## config.mk

```make
export PLATFORM = sky130hd
export DESIGN_NAME = lin_class_seq
export DESIGN_NICKNAME = d
export VERILOG_FILES = /design/src/rtl/lin_class_pkg.sv /design/src/rtl/lin_class_dly.sv /design/src/rtl/lin_class_seq.sv
export SDC_FILE = /design/constraint.sdc
export NUM_CORES = 1
export LEC_CHECK = 0
export ABC_CLOCK_PERIOD_IN_PS = 12500
export CORE_MARGIN = 2
export CORE_UTILIZATION = 35
export DETAILED_ROUTE_END_ITERATION = 7
export PLACE_DENSITY_LB_ADDON = 0.12
export SLEW_MARGIN = 20
export SYNTH_ARGS = -nofsm -noshare
export SYNTH_HDL_FRONTEND = slang
export SYNTH_SLANG_ARGS = --single-unit
```

## constraint.sdc

```tcl
create_clock -name i_clk -period 12.5 [get_ports i_clk]
set_input_delay 3.75 -clock i_clk [delete_from_list [all_inputs] [get_ports i_clk]]
set_output_delay 3.75 -clock i_clk [all_outputs]
set_load 0.03 [all_outputs]
```

## src/rtl/lin_class_pkg.sv

```systemverilog
// lin_class_pkg: shared sizes, pipeline latencies and sequencer states for lin_class_seq
package lin_class_pkg;
    localparam int N_PIX   = 4096;
    localparam int AW      = 12;
    localparam int DW      = 6;
    localparam int SW      = 16;
    localparam int RD_LAT  = 1;
    localparam int CLS_LAT = 4;
    localparam int L       = RD_LAT + CLS_LAT + 2;
    typedef enum logic [1:0] {IDLE, ISSUE, DRAIN, DONE} state_t;
endpackage

```

## src/rtl/lin_class_dly.sv

```systemverilog
// lin_class_dly: valid+address delay line carrying each issued read to its result slot
module lin_class_dly #(
    parameter int DEPTH = 7,
    parameter int W     = 12
) (
    input  logic             clk,
    input  logic             rst,
    input  logic             flush,
    input  logic             in_vld,
    input  logic [W-1:0]     in_addr,
    output logic [DEPTH-1:0] vld,
    output logic [W-1:0]     out_addr
);
    logic [W-1:0] addr [DEPTH];

    always_ff @(posedge clk or posedge rst) begin
        if (rst) begin
            vld <= '0;
            for (int i = 0; i < DEPTH; i++) addr[i] <= '0;
        end else if (flush) begin
            vld <= '0;
        end else begin
            vld <= {vld[DEPTH-2:0], in_vld};
            addr[0] <= in_addr;
            for (int i = 1; i < DEPTH; i++) addr[i] <= addr[i-1];
        end
    end

    assign out_addr = addr[DEPTH-1];
endmodule

```

## src/rtl/lin_class_seq.sv

```systemverilog
// lin_class_seq: streams a 64x64 frame from the image RAMs through lin_class into the result RAM
module lin_class_seq
    import lin_class_pkg::*;
(
    input  logic          i_clk,
    input  logic          i_rst,
    input  logic          i_start,
    input  logic          i_pause,
    input  logic          i_abort,
    output logic          o_busy,
    output logic          o_done,
    output logic          o_rd_en,
    output logic [AW-1:0] o_rd_addr,
    input  logic [DW-1:0] i_rd_im1,
    input  logic [DW-1:0] i_rd_im2,
    input  logic [DW-1:0] i_rd_im3,
    output logic [DW-1:0] o_cls_im1,
    output logic [DW-1:0] o_cls_im2,
    output logic [DW-1:0] o_cls_im3,
    input  logic [SW-1:0] i_cls_wgt_sum,
    input  logic          i_cls_pos,
    output logic          o_res_we,
    output logic [AW-1:0] o_res_addr,
    output logic [SW-1:0] o_res_wgt_sum,
    output logic          o_res_pos,
    output logic [AW:0]   o_pos_cnt
);
    state_t state, state_nx;
    logic [AW-1:0] ptr;
    logic [L-1:0] vld;
    logic start_ok, flush, issue, last_rd, drained, run, run_nx, cls_vld, res_vld;

    assign start_ok = state == IDLE && i_start && !i_abort;
    assign flush    = state != IDLE && i_abort;
    assign issue    = state == ISSUE && !i_pause && !i_abort;
    assign last_rd  = issue && ptr == AW'(N_PIX - 1);
    // only the final write may still be in the line, and nothing is about to enter it
    assign drained  = state == DRAIN && !o_rd_en && vld[L-2:0] == '0;
    assign run      = state == ISSUE || state == DRAIN;
    assign run_nx   = state_nx == ISSUE || state_nx == DRAIN;
    assign cls_vld  = vld[RD_LAT-1] && !flush;
    assign res_vld  = vld[L-2] && !flush;

    always_ff @(posedge i_clk or posedge i_rst) begin
        if (i_rst) state <= IDLE;
        else state <= state_nx;
    end

    always_comb begin
        state_nx = flush ? IDLE : start_ok ? ISSUE : last_rd ? DRAIN :
                   drained ? DONE : state == DONE ? IDLE : state;
    end

    always_comb begin
        o_done = state == DONE;
    end

    always_ff @(posedge i_clk or posedge i_rst) begin
        if (i_rst) begin
            ptr           <= '0;
            o_busy        <= 1'b0;
            o_rd_en       <= 1'b0;
            o_rd_addr     <= '0;
            o_cls_im1     <= '0;
            o_cls_im2     <= '0;
            o_cls_im3     <= '0;
            o_res_wgt_sum <= '0;
            o_res_pos     <= 1'b0;
            o_pos_cnt     <= '0;
        end else begin
            ptr           <= start_ok ? '0 : (issue && !last_rd) ? ptr + 1'b1 : ptr;
            o_busy        <= run && run_nx;
            o_rd_en       <= issue;
            o_rd_addr     <= issue ? ptr : o_rd_addr;
            o_cls_im1     <= cls_vld ? i_rd_im1 : '0;
            o_cls_im2     <= cls_vld ? i_rd_im2 : '0;
            o_cls_im3     <= cls_vld ? i_rd_im3 : '0;
            o_res_wgt_sum <= res_vld ? i_cls_wgt_sum : '0;
            o_res_pos     <= res_vld && i_cls_pos;
            o_pos_cnt     <= start_ok ? '0 :
                             (o_res_we && o_res_pos && o_pos_cnt != (AW+1)'(N_PIX)) ? o_pos_cnt + 1'b1 :
                             o_pos_cnt;
        end
    end

    lin_class_dly #(.DEPTH(L), .W(AW)) u_dly (
        .clk     (i_clk),
        .rst     (i_rst),
        .flush   (flush),
        .in_vld  (o_rd_en),
        .in_addr (o_rd_addr),
        .vld     (vld),
        .out_addr(o_res_addr)
    );

    assign o_res_we = vld[L-1];
endmodule

```

==> flow_metrics.env <==
export IMPL_status="completed"
export IMPL_tightest_slew_ns=0.946
export IMPL_tritoncts="built"
export IMPL_postRouteAntennaNets=0
export IMPL_cts_path_max_buffers=2
export IMPL_ys_types=39
export IMPL_wire_per_inst_um=13.6
export IMPL_first_iter_violations=265
export IMPL_utilization=0.458
export IMPL_area_delta_synth_final_pct=29.3
export IMPL_clockRootBuffer="clkbuf_16"
export IMPL_critical_path_class="input pin to flop"
export IMPL_critPathSlowestCell="or3b_1"
export IMPL_core_region_area_um2=18600
export IMPL_htreeDepth=4
export IMPL_drive_gt1_frac=0.0576
export IMPL_postCtsSetupRepairBufs=0
export IMPL_rsz0062_at_grt="false"
export IMPL_num_fill_cells=1804
export IMPL_drv_cap=0
export IMPL_setup_tns_ns=0
export IMPL_p_sw_frac=0.272
export IMPL_synth_seq_cells=167
export IMPL_clk_latency_ns=0.41
export IMPL_grt_pass1_wl_um=23200
export IMPL_pin_count=116
export IMPL_p_int_uw=1020
export IMPL_die_h_um=141
export IMPL_totalPowerFinal_uw=1400
export IMPL_worstPathRequired_ns=12.84
export IMPL_start_util=0.355
export IMPL_synth_area_top_cells="dfrtp_1, nand2_1, and3_1"
export IMPL_pwr_share_clk=0.412
export IMPL_postCtsHoldBufs=0
export IMPL_design_die_area_um2=20000
export IMPL_endpoint_kind="flop"
export IMPL_multi_input_area_um2=2190
export IMPL_rows=50
export IMPL_drc=0
export IMPL_async_flop_share=1.00
export IMPL_crit_fanout=18
export IMPL_routed_wl_um=13800
export IMPL_vias=4731
export IMPL_yosysWarnings=0
export IMPL_p_per_area_nw_per_um2=164
export IMPL_clkTransAtPathRegs_ns=0.06
export IMPL_p_leak_uw=0.00436
export IMPL_dr_pass1_iters=4
export IMPL_syn_cell_area_um2=6610
export IMPL_seq_area_um2=4180
export IMPL_synth_edff_count=0
export IMPL_max_stage_delay_ns=0.70
export IMPL_grt_overflow=0
export IMPL_cts_made_buffers=17
export IMPL_relSlewSlack=0.370
export IMPL_ys_seq_area_frac=0.632
export IMPL_hp_class="flop to flop"
export IMPL_finalInstanceArea_um2=8550
export IMPL_start_kind="input pin"
export IMPL_cts_sink_count=167
export IMPL_yosys_area_top_type_share=0.632
export IMPL_post_drt_via_cell_ratio=4.66
export IMPL_yosysTopAreaCell="dfrtp_1"
export IMPL_fmax_mhz=175
export IMPL_path_cells="clkdlybuf4s50_1, or3b_1, clkinv_4, o31ai_4, or4_1, a21oi_1"
export IMPL_die_x_um=141
export IMPL_setup_viol=0
export IMPL_ys_flop_type="dfrtp_1"
export IMPL_synthCells=675
export IMPL_fin_crit_sh=0.457
export IMPL_hpwl_um=8670
export IMPL_synth_most_common_cell="nand2_1"
export IMPL_combPwrFrac=0.151
export IMPL_gp_congestion=0.844
export IMPL_p_sw_uw=382
export IMPL_fin_skew_ns=0.00560
export IMPL_post_dp_cell_area_um2=7880
export IMPL_antenna_found_initial=0
export IMPL_grt_use_total=0.145
export IMPL_finalHoldViolCount=0
export IMPL_grt_max_degree=100
export IMPL_port_buffers=115
export IMPL_max_vdd_ir_drop_mv=0.0973
export IMPL_layout_nets=816
export IMPL_antenna_cells=0
export IMPL_avgSynthCellArea_um2=9.79
export IMPL_seqPwrFrac=0.437
export IMPL_synth_nets=723
export IMPL_ctsResizeCount=0
export IMPL_crit_arrival_ns=6.05
export IMPL_slew_viol_final=0
export IMPL_synthTopCellsByCount="nand2_1, dfrtp_1, and3_1"
export IMPL_min_period_ns=5.71
export IMPL_grt_pass1_vias=4590
flip-flops by register name, indices dropped and copies added (netlist names), 6 cells and up:
name            cells
u_dly.addr         72
o_res_wgt_sum      16
o_pos_cnt          13
o_rd_addr          12
ptr                12
u_dly.out_addr     12
u_dly.vld           7
o_cls_im1           6
o_cls_im2           6
o_cls_im3           6
critical path, delay by kind of cell:
kind | cells | cell delay [ns]
AND/OR/NAND/NOR | 2 | 1.23
AO/OA/AOI/OAI | 2 | 0.33
buffers and inverters | 2 | 0.73
placed cells by master (no fill, tap or decap), types with 2 or more instances in the layout:
| cell type | Yosys | final |
|---|---|---|
| xnor2_1 | 4 | 4 |
| clkbuf_8 | 0 | 3 |
| clkdlybuf4s50_1 | 0 | 115 |
| nor3_1 | 3 | 3 |
| mux2i_1 | 3 | 3 |
| clkinv_2 | 0 | 3 |
| clkbuf_16 | 0 | 17 |
| dfrtp_1 | 167 | 167 |
| nor3b_1 | 2 | 2 |
| nand3_1 | 8 | 8 |
| or4_1 | 6 | 6 |
| nand2_1 | 298 | 298 |
| a21oi_1 | 14 | 14 |
| o21ai_0 | 6 | 6 |
| nor2_1 | 13 | 13 |
| clkinvlp_4 | 0 | 3 |
| buf_4 | 12 | 4 |
| nor4_1 | 4 | 4 |
| ha_1 | 8 | 8 |
| inv_1 | 7 | 6 |
| bufinv_16 | 0 | 5 |
| and2_1 | 7 | 7 |
| xor2_1 | 4 | 4 |
| nor4b_1 | 3 | 3 |
| nand4_1 | 6 | 6 |
| and3_1 | 37 | 37 |
| or2_2 | 2 | 2 |
| or3_1 | 6 | 6 |
| and4_1 | 3 | 3 |
| inv_6 | 0 | 2 |
| o31ai_1 | 7 | 7 |
final cells by class:
class,instances,share of cell area
well taps,234,0.0343
flip-flops and latches,167,0.489
repair buffers,119,0.138
clock buffers,20,0.0546
clock inverters,12,0.0230
inverters,8,0.00469
multi-input cells,455,0.256
worst paths after layout:
kind                       cells past startpoint              to           start  slack, ns
setup / recovery                               6          ptr[9]         i_abort       6.79
hold / removal                                 2  u_dly.addr[37]  u_dly.addr[37]       0.46
setup reg to reg                               7          ptr[9]        state[1]      10.04
hold reg to reg                                2  u_dly.addr[37]  u_dly.addr[37]       0.46
max in group asynchronous                      3  u_dly.addr[72]           i_rst       7.13
min in group asynchronous                      2    o_cls_im2[0]           i_rst       3.90
stage by stage:
stage / std cells / hold WS [ns] / setup WS (ns)
6_report: 1015 / 0.464 / 6.79
4_1_cts: 1015 / 0.469 / 6.80
2_1_floorplan: 675 / 0.439 / 4.23
5_1_grt: 1015 / 0.486 / 6.66
3_3_place_gp: 983 / 0.448 / 6.39
3_5_place_dp: 983 / 0.455 / 6.37
cell families (layout without fill, tap and decap cells):
family                     Yosys count  after routing  synth area share
DFF                                167            167             0.632
and+or+nand+nor                    403            403             0.266
adders and majority gates            8              8            0.0151
AOI/OAI and AO/OA                   33             33            0.0327
buffers and inverters               53            159            0.0390
muxes                                3              3           0.00454
xor gates and xnor gates             8              8            0.0106
routing by layer:
layer | routed length [µm] | track usage | vias to the layer above
li1 | - | - | 2367
met1 | 6540 | 0.196 | 2279
met2 | 6700 | 0.227 | 77
met3 | 442 | 0.0408 | 8
met4 | 122 | 0.0458 | 0
met5 | 0 | 0 | -
power groups by stage:
stage	sequential, µW	combinational [µW]	clock [µW]
2_1_floorplan	638	124	0
3_5_place_dp	624	215	0
6_report	614	212	579
3_3_place_gp	622	212	0
5_1_grt	620	235	621
4_1_cts	614	216	596
Note: power is estimated with default switching activity, not from simulation.
